===== src/rtl/spectro_frame_receiver.sv =====
// Receive-side deserializer for the spectrogram serial link: rebuilds 16 x 12-bit
// words per frame and publishes each completed frame into a read buffer with ready/ack.
module spectro_frame_receiver #(
  parameter int WORD_W  = 12,
  parameter int N_WORDS = 16
) (
  input  logic              clk,
  input  logic              reset,
  input  logic              serial_in,
  input  logic              sl_in,
  input  logic              frame_start,
  output logic              word_valid,
  output logic [3:0]        word_idx,
  output logic [WORD_W-1:0] word_data,
  input  logic [3:0]        rd_addr,
  output logic [WORD_W-1:0] rd_data,
  output logic              frame_ready,
  input  logic              frame_ack,
  output logic              overrun,
  output logic              framing_err,
  input  logic              err_clear
);

  typedef enum logic [2:0] {
    IDLE  = 3'd0,
    ARM   = 3'd1,
    LOAD  = 3'd2,
    SHIFT = 3'd3,
    HOLD  = 3'd4,
    DONE  = 3'd5
  } state_t;

  localparam logic [3:0] LAST_IDX    = 4'(N_WORDS - 1);
  localparam logic [3:0] LAST_BIT_M1 = 4'(WORD_W - 1);

  state_t              state_q, state_d;
  logic                frame_start_q;
  logic [WORD_W-1:0]   shreg_q, shreg_d;
  logic [3:0]          bit_cnt_q, bit_cnt_d;
  logic [3:0]          idx_q, idx_d;
  logic                word_valid_q, word_valid_d;
  logic [3:0]          word_idx_q, word_idx_d;
  logic [WORD_W-1:0]   word_data_q, word_data_d;
  logic [WORD_W-1:0]   rd_data_q, rd_data_d;
  logic                frame_ready_q, frame_ready_d;
  logic                overrun_q, overrun_d;
  logic                framing_err_q, framing_err_d;
  logic [WORD_W-1:0]   capture_q [N_WORDS];
  logic [WORD_W-1:0]   capture_d [N_WORDS];
  logic [WORD_W-1:0]   publish_q [N_WORDS];
  logic [WORD_W-1:0]   publish_d [N_WORDS];

  logic                fs_rise_s;
  logic                ack_s;
  logic                set_ovr_s;
  logic                set_ferr_s;
  logic [WORD_W-1:0]   shift_word_s;

  // Next-state, datapath and error-flag computation.
  always_comb begin
    fs_rise_s     = frame_start & ~frame_start_q;
    ack_s         = frame_ack & frame_ready_q;
    shift_word_s  = {shreg_q[WORD_W-2:0], serial_in};
    state_d       = state_q;
    shreg_d       = shreg_q;
    bit_cnt_d     = bit_cnt_q;
    idx_d         = idx_q;
    word_valid_d  = 1'b0;
    word_idx_d    = word_idx_q;
    word_data_d   = word_data_q;
    capture_d     = capture_q;
    publish_d     = publish_q;
    set_ovr_s     = 1'b0;
    set_ferr_s    = 1'b0;
    rd_data_d     = publish_q[rd_addr];
    // The ack is applied first so a same-cycle DONE can republish cleanly.
    frame_ready_d = ack_s ? 1'b0 : frame_ready_q;

    if (fs_rise_s && (state_q != IDLE) && (state_q != ARM)) begin
      state_d   = ARM;
      idx_d     = 4'd0;
      bit_cnt_d = 4'd0;
    end else begin
      case (state_q)
        IDLE: begin
          if (fs_rise_s) begin
            state_d   = ARM;
            idx_d     = 4'd0;
            bit_cnt_d = 4'd0;
          end else begin
            state_d = IDLE;
          end
        end
        ARM: begin
          idx_d     = 4'd0;
          bit_cnt_d = 4'd0;
          if (sl_in) begin
            state_d = LOAD;
          end else begin
            state_d = ARM;
          end
        end
        LOAD: begin
          if (!sl_in) begin
            shreg_d   = shift_word_s;
            bit_cnt_d = 4'd1;
            state_d   = SHIFT;
          end else begin
            state_d = LOAD;
          end
        end
        SHIFT: begin
          if (!sl_in) begin
            shreg_d   = shift_word_s;
            bit_cnt_d = bit_cnt_q + 4'd1;
            if (bit_cnt_q == LAST_BIT_M1) begin
              state_d            = HOLD;
              word_valid_d       = 1'b1;
              word_idx_d         = idx_q;
              word_data_d        = shift_word_s;
              capture_d[idx_q]   = shift_word_s;
            end else begin
              state_d = SHIFT;
            end
          end else begin
            set_ferr_s = 1'b1;
            bit_cnt_d  = 4'd0;
            state_d    = LOAD;
          end
        end
        HOLD: begin
          if (sl_in) begin
            bit_cnt_d = 4'd0;
            if (idx_q == LAST_IDX) begin
              state_d = DONE;
            end else begin
              idx_d   = idx_q + 4'd1;
              state_d = LOAD;
            end
          end else begin
            set_ferr_s = 1'b1;
            state_d    = HOLD;
          end
        end
        DONE: begin
          if (frame_ready_q && !frame_ack) begin
            set_ovr_s = 1'b1;
          end else begin
            publish_d     = capture_q;
            frame_ready_d = 1'b1;
          end
          idx_d   = 4'd0;
          state_d = IDLE;
        end
        default: begin
          state_d = IDLE;
        end
      endcase
    end

    // A same-cycle error event outranks err_clear.
    overrun_d     = set_ovr_s  | (overrun_q     & ~err_clear);
    framing_err_d = set_ferr_s | (framing_err_q & ~err_clear);
  end

  // State and output registers.
  always_ff @(posedge clk or posedge reset) begin
    if (reset) begin
      state_q       <= IDLE;
      frame_start_q <= 1'b0;
      shreg_q       <= {WORD_W{1'b0}};
      bit_cnt_q     <= 4'd0;
      idx_q         <= 4'd0;
      word_valid_q  <= 1'b0;
      word_idx_q    <= 4'd0;
      word_data_q   <= {WORD_W{1'b0}};
      rd_data_q     <= {WORD_W{1'b0}};
      frame_ready_q <= 1'b0;
      overrun_q     <= 1'b0;
      framing_err_q <= 1'b0;
      for (int i = 0; i < N_WORDS; i++) begin
        capture_q[i] <= {WORD_W{1'b0}};
        publish_q[i] <= {WORD_W{1'b0}};
      end
    end else begin
      state_q       <= state_d;
      frame_start_q <= frame_start;
      shreg_q       <= shreg_d;
      bit_cnt_q     <= bit_cnt_d;
      idx_q         <= idx_d;
      word_valid_q  <= word_valid_d;
      word_idx_q    <= word_idx_d;
      word_data_q   <= word_data_d;
      rd_data_q     <= rd_data_d;
      frame_ready_q <= frame_ready_d;
      overrun_q     <= overrun_d;
      framing_err_q <= framing_err_d;
      capture_q     <= capture_d;
      publish_q     <= publish_d;
    end
  end

  assign word_valid  = word_valid_q;
  assign word_idx    = word_idx_q;
  assign word_data   = word_data_q;
  assign rd_data     = rd_data_q;
  assign frame_ready = frame_ready_q;
  assign overrun     = overrun_q;
  assign framing_err = framing_err_q;

endmodule


===== config.mk =====
export PLATFORM = sky130hd
export DESIGN_NAME = spectro_frame_receiver
export DESIGN_NICKNAME = d
export VERILOG_FILES = /design/src/rtl/spectro_frame_receiver.sv
export SDC_FILE = /design/constraint.sdc
export NUM_CORES = 1
export LEC_CHECK = 0
export CORE_ASPECT_RATIO = 1.1
export CORE_UTILIZATION = 38
export CTS_CLUSTER_DIAMETER = 150
export DETAILED_ROUTE_END_ITERATION = 10
export HOLD_SLACK_MARGIN = 0.15
export PLACE_DENSITY_LB_ADDON = 0.08
export SLEW_MARGIN = 20
export SYNTH_ARGS = -nofsm -noshare
export SYNTH_HDL_FRONTEND = slang
export SYNTH_SLANG_ARGS = --single-unit

===== constraint.sdc =====
create_clock -name clk -period 15.8 [get_ports clk]
set_clock_uncertainty 0.05 [all_clocks]
set_input_delay 3.16 -clock clk [delete_from_list [all_inputs] [get_ports clk]]
set_output_delay 3.16 -clock clk [all_outputs]
set_load 0.01 [all_outputs]

==> out/results.txt <==
status - complete, no violations
crit path max fanout - 126
Worst Path Required - 16,200 ps
CTS buffer count - 48
clock slew at reported path FFs - 60 ps
Via density - 5.06
CP Class - input pin to flip-flop
Critical Path Source - frame_start
Sinks on Clock Net - 439
Synth Flop Type - dfrtp_1
WHS - 435 ps
CTS tree - yes
Synth Cell Area - 18,300 um^2
synth warn - 0
All-Layer GR Usage - 17.6%
Worst setup EP type - flip-flop
Synth top cells by count - dfrtp_1, mux2_2, mux2_1, nand2_1, mux2_4
Seq cells post-synth - 439
Hold Path Class - flip-flop to flip-flop
Die H - 232 um
area leader, netlist - dfrtp_1
core area - 47,700 um^2
VDD IR max - 0.0709 mV
FF-to-FF Start - state_q[2]$_DFF_PP0_
Final HPWL DP - 23.7 mm
Worst Tran Pin Value - 993 ps
grt ovf - 0
clock buffer depth - 3
largest net degree at the start of global routing - 127
Die Span X - 211 um
Compound-Gate Fraction of Synth Area - 2.08%
I/O pins - 43
Adder-Cell Fraction of Synth Area - 0.341%
vias in the first global route - 10,200
DIE AREA - 49,100 um^2
Fin. Hold Viols - 0
CTS HTree Levels - 2
crit path time final - 5720 ps
post-synthesis sequential area ratio - 60.0%
area delta synth->final - 13.7%
Post-CTS Setup Bufs - 0
routability cong. - 0.709
xor/xnor share of the synthesized area - 0%
Yosys cell types - 42
max_slew headroom - 33.8%
Synth Net Count - 1,171
top-area cell type share of the netlist area - 60.0%
WL final - 40.8 mm
Avg Cell Area, Syn - 15.9 um^2
crit path DAT - 6120 ps
RSZ-0062 raised after global routing - no
Post-synth EDFFs - 0
fillcell total - 4,422
Synth async-reset ratio - 100%
post_cts resized - 0
Row Count - 84
Sum Neg Setup Slack - 0 ps
post-synthesis mux area share - 31.2%
part of the cycle the worst path needs - 36.2%
fmax - 175 MHz
Slew Limit Fails - 0
Lkg Pwr - 0.0105 uW
per-cell routed wire length - 22.0 um
main combinational cell family by area after synthesis - multiplexers
antenna viol nets, final - 0
most frequent cell after synthesis - dfrtp_1
diode count - 0
top cells by area, synth - dfrtp_1, mux2_2, mux4_2
CTS hold repair buffers - 0
Post-Synth Simple-Gate Area - 3.65%
Port Buf Inserts - 42
initial antenna violation count - 1
total vias in the final route - 9,400
number of max-cap violations - 0
Pre-Repair DR Iteration Count - 4
Root Driver - clkbuf_16
Initial Utilization - 38.4%
first-pass GRT wire length - 64.3 mm
startpoint class of the critical path - input pin
Final Setup Violations - 0
fin nets - 1,192
Synth Instances - 1,155
clk_lat worst skew - 580 ps
DRT iter0 DRCs - 308
Pwr Density - 119 nW/um^2
layout cell share with drive strength beyond 1 - 39.3%
HP Start - capture_q[102]$_DFFE_PP0P_
residual DRC count - 0
==> layer usage <==
metal  GRT usage [%]  wire, um  up-vias
met1            24.1     19000     5057
met3            2.56      1090       56
met2            28.5     19700      104
li1                -         -     4183
met4            6.27      1030        0
met5               0         0        -
==> flip-flops by register name, indices dropped and copies added (netlist names) <==
register,flops
capture_q,192
publish_q,192
rd_data,12
word_data,12
shreg_q,11
bit_cnt_q,4
idx_q,4
word_idx,4
state_q,3
frame_ready,1
frame_start_q,1
framing_err,1
overrun,1
word_valid,1
==> critical path, cell delays in order <==
cell	delay, ps
clkdlybuf4s50_1	500
nand2b_1	200
nand4_1	210
buf_12	550
buf_4	880
mux2_2	420
==> cell type report <==
cell class	count	area (um^2)	area share, %
repair buffers	56	531	2.55
flip-flops and latches	439	11000	52.7
well taps	645	807	3.87
inverters	10	45.0	0.216
clock buffers	70	1430	6.84
clock inverters	16	208	0.997
multi-input cells	621	6830	32.8
==> final timing paths <==
path	cells past startpoint	slack [ps]	end
setup / recovery	6	10080	publish_q[14]$_DFFE_PP0P_
hold / removal	1	430	capture_q[102]$_DFFE_PP0P_
setup reg to reg	6	12670	publish_q[14]$_DFFE_PP0P_
hold reg to reg	1	430	capture_q[102]$_DFFE_PP0P_
max in group asynchronous	4	10540	frame_start_q$_DFF_PP0_
min in group asynchronous	2	3060	capture_q[45]$_DFFE_PP0P_
==> cell usage in the layout (no fill, tap or decap), drive strengths merged <==
| master | synthesis | layout |
|---|---|---|
| dfrtp | 439 | 439 |
| mux2 | 395 | 395 |
| clkbuf | 28 | 70 |
| nand2 | 61 | 61 |
| mux4 | 48 | 48 |
| clkdlybuf4s50 | 0 | 40 |
| a22oi | 25 | 25 |
| nand3 | 19 | 19 |
| buf | 57 | 16 |
| nor2 | 13 | 13 |
| o21ai | 11 | 11 |
| clkinv | 0 | 10 |
| inv | 10 | 10 |
| nand2b | 5 | 5 |
| nor2b | 5 | 5 |
| a31oi | 5 | 5 |
| ha | 5 | 5 |
| bufinv | 0 | 5 |
| nand4 | 5 | 5 |
| a21oi | 4 | 4 |
| and3 | 3 | 3 |
| a22o | 3 | 3 |
| o22ai | 3 | 3 |
| and3b | 1 | 1 |
| nor3b | 1 | 1 |
| nand3b | 1 | 1 |
| nor3 | 1 | 1 |
| or3b | 1 | 1 |
| and2 | 1 | 1 |
| o221ai | 1 | 1 |
| a21boi | 1 | 1 |
| a32o | 1 | 1 |
| o31ai | 1 | 1 |
| o2bb2ai | 1 | 1 |
| clkinvlp | 0 | 1 |
==> power breakdown <==
part | total (uW) | switching (uW) | internal, uW
registers | 1250 | 108 | 1140
clock network | 1160 | 455 | 704
logic | 78.1 | 46.5 | 31.6
==> through the flow <==
step	area (um^2)	std cells	utilization, %	total power, uW	setup slack, ps
finish	20800	1857	43.7	2480	10080
global route	20800	1857	43.7	2580	9920
CTS	20800	1857	43.7	2530	10060
detailed placement	19200	1771	40.2	1350	9440
global placement	19200	1771	40.2	1350	9480
floorplan	18300	1155	-	1280	360
==> kinds of logic after synthesis <==
family          count (synthesis)
flops                         439
simple gates                  117
mux                           443
fa+ha+maj                       5
buf+inv                        95
compound gates                 56
No activity file was read; power rests on OpenSTA's default activity.
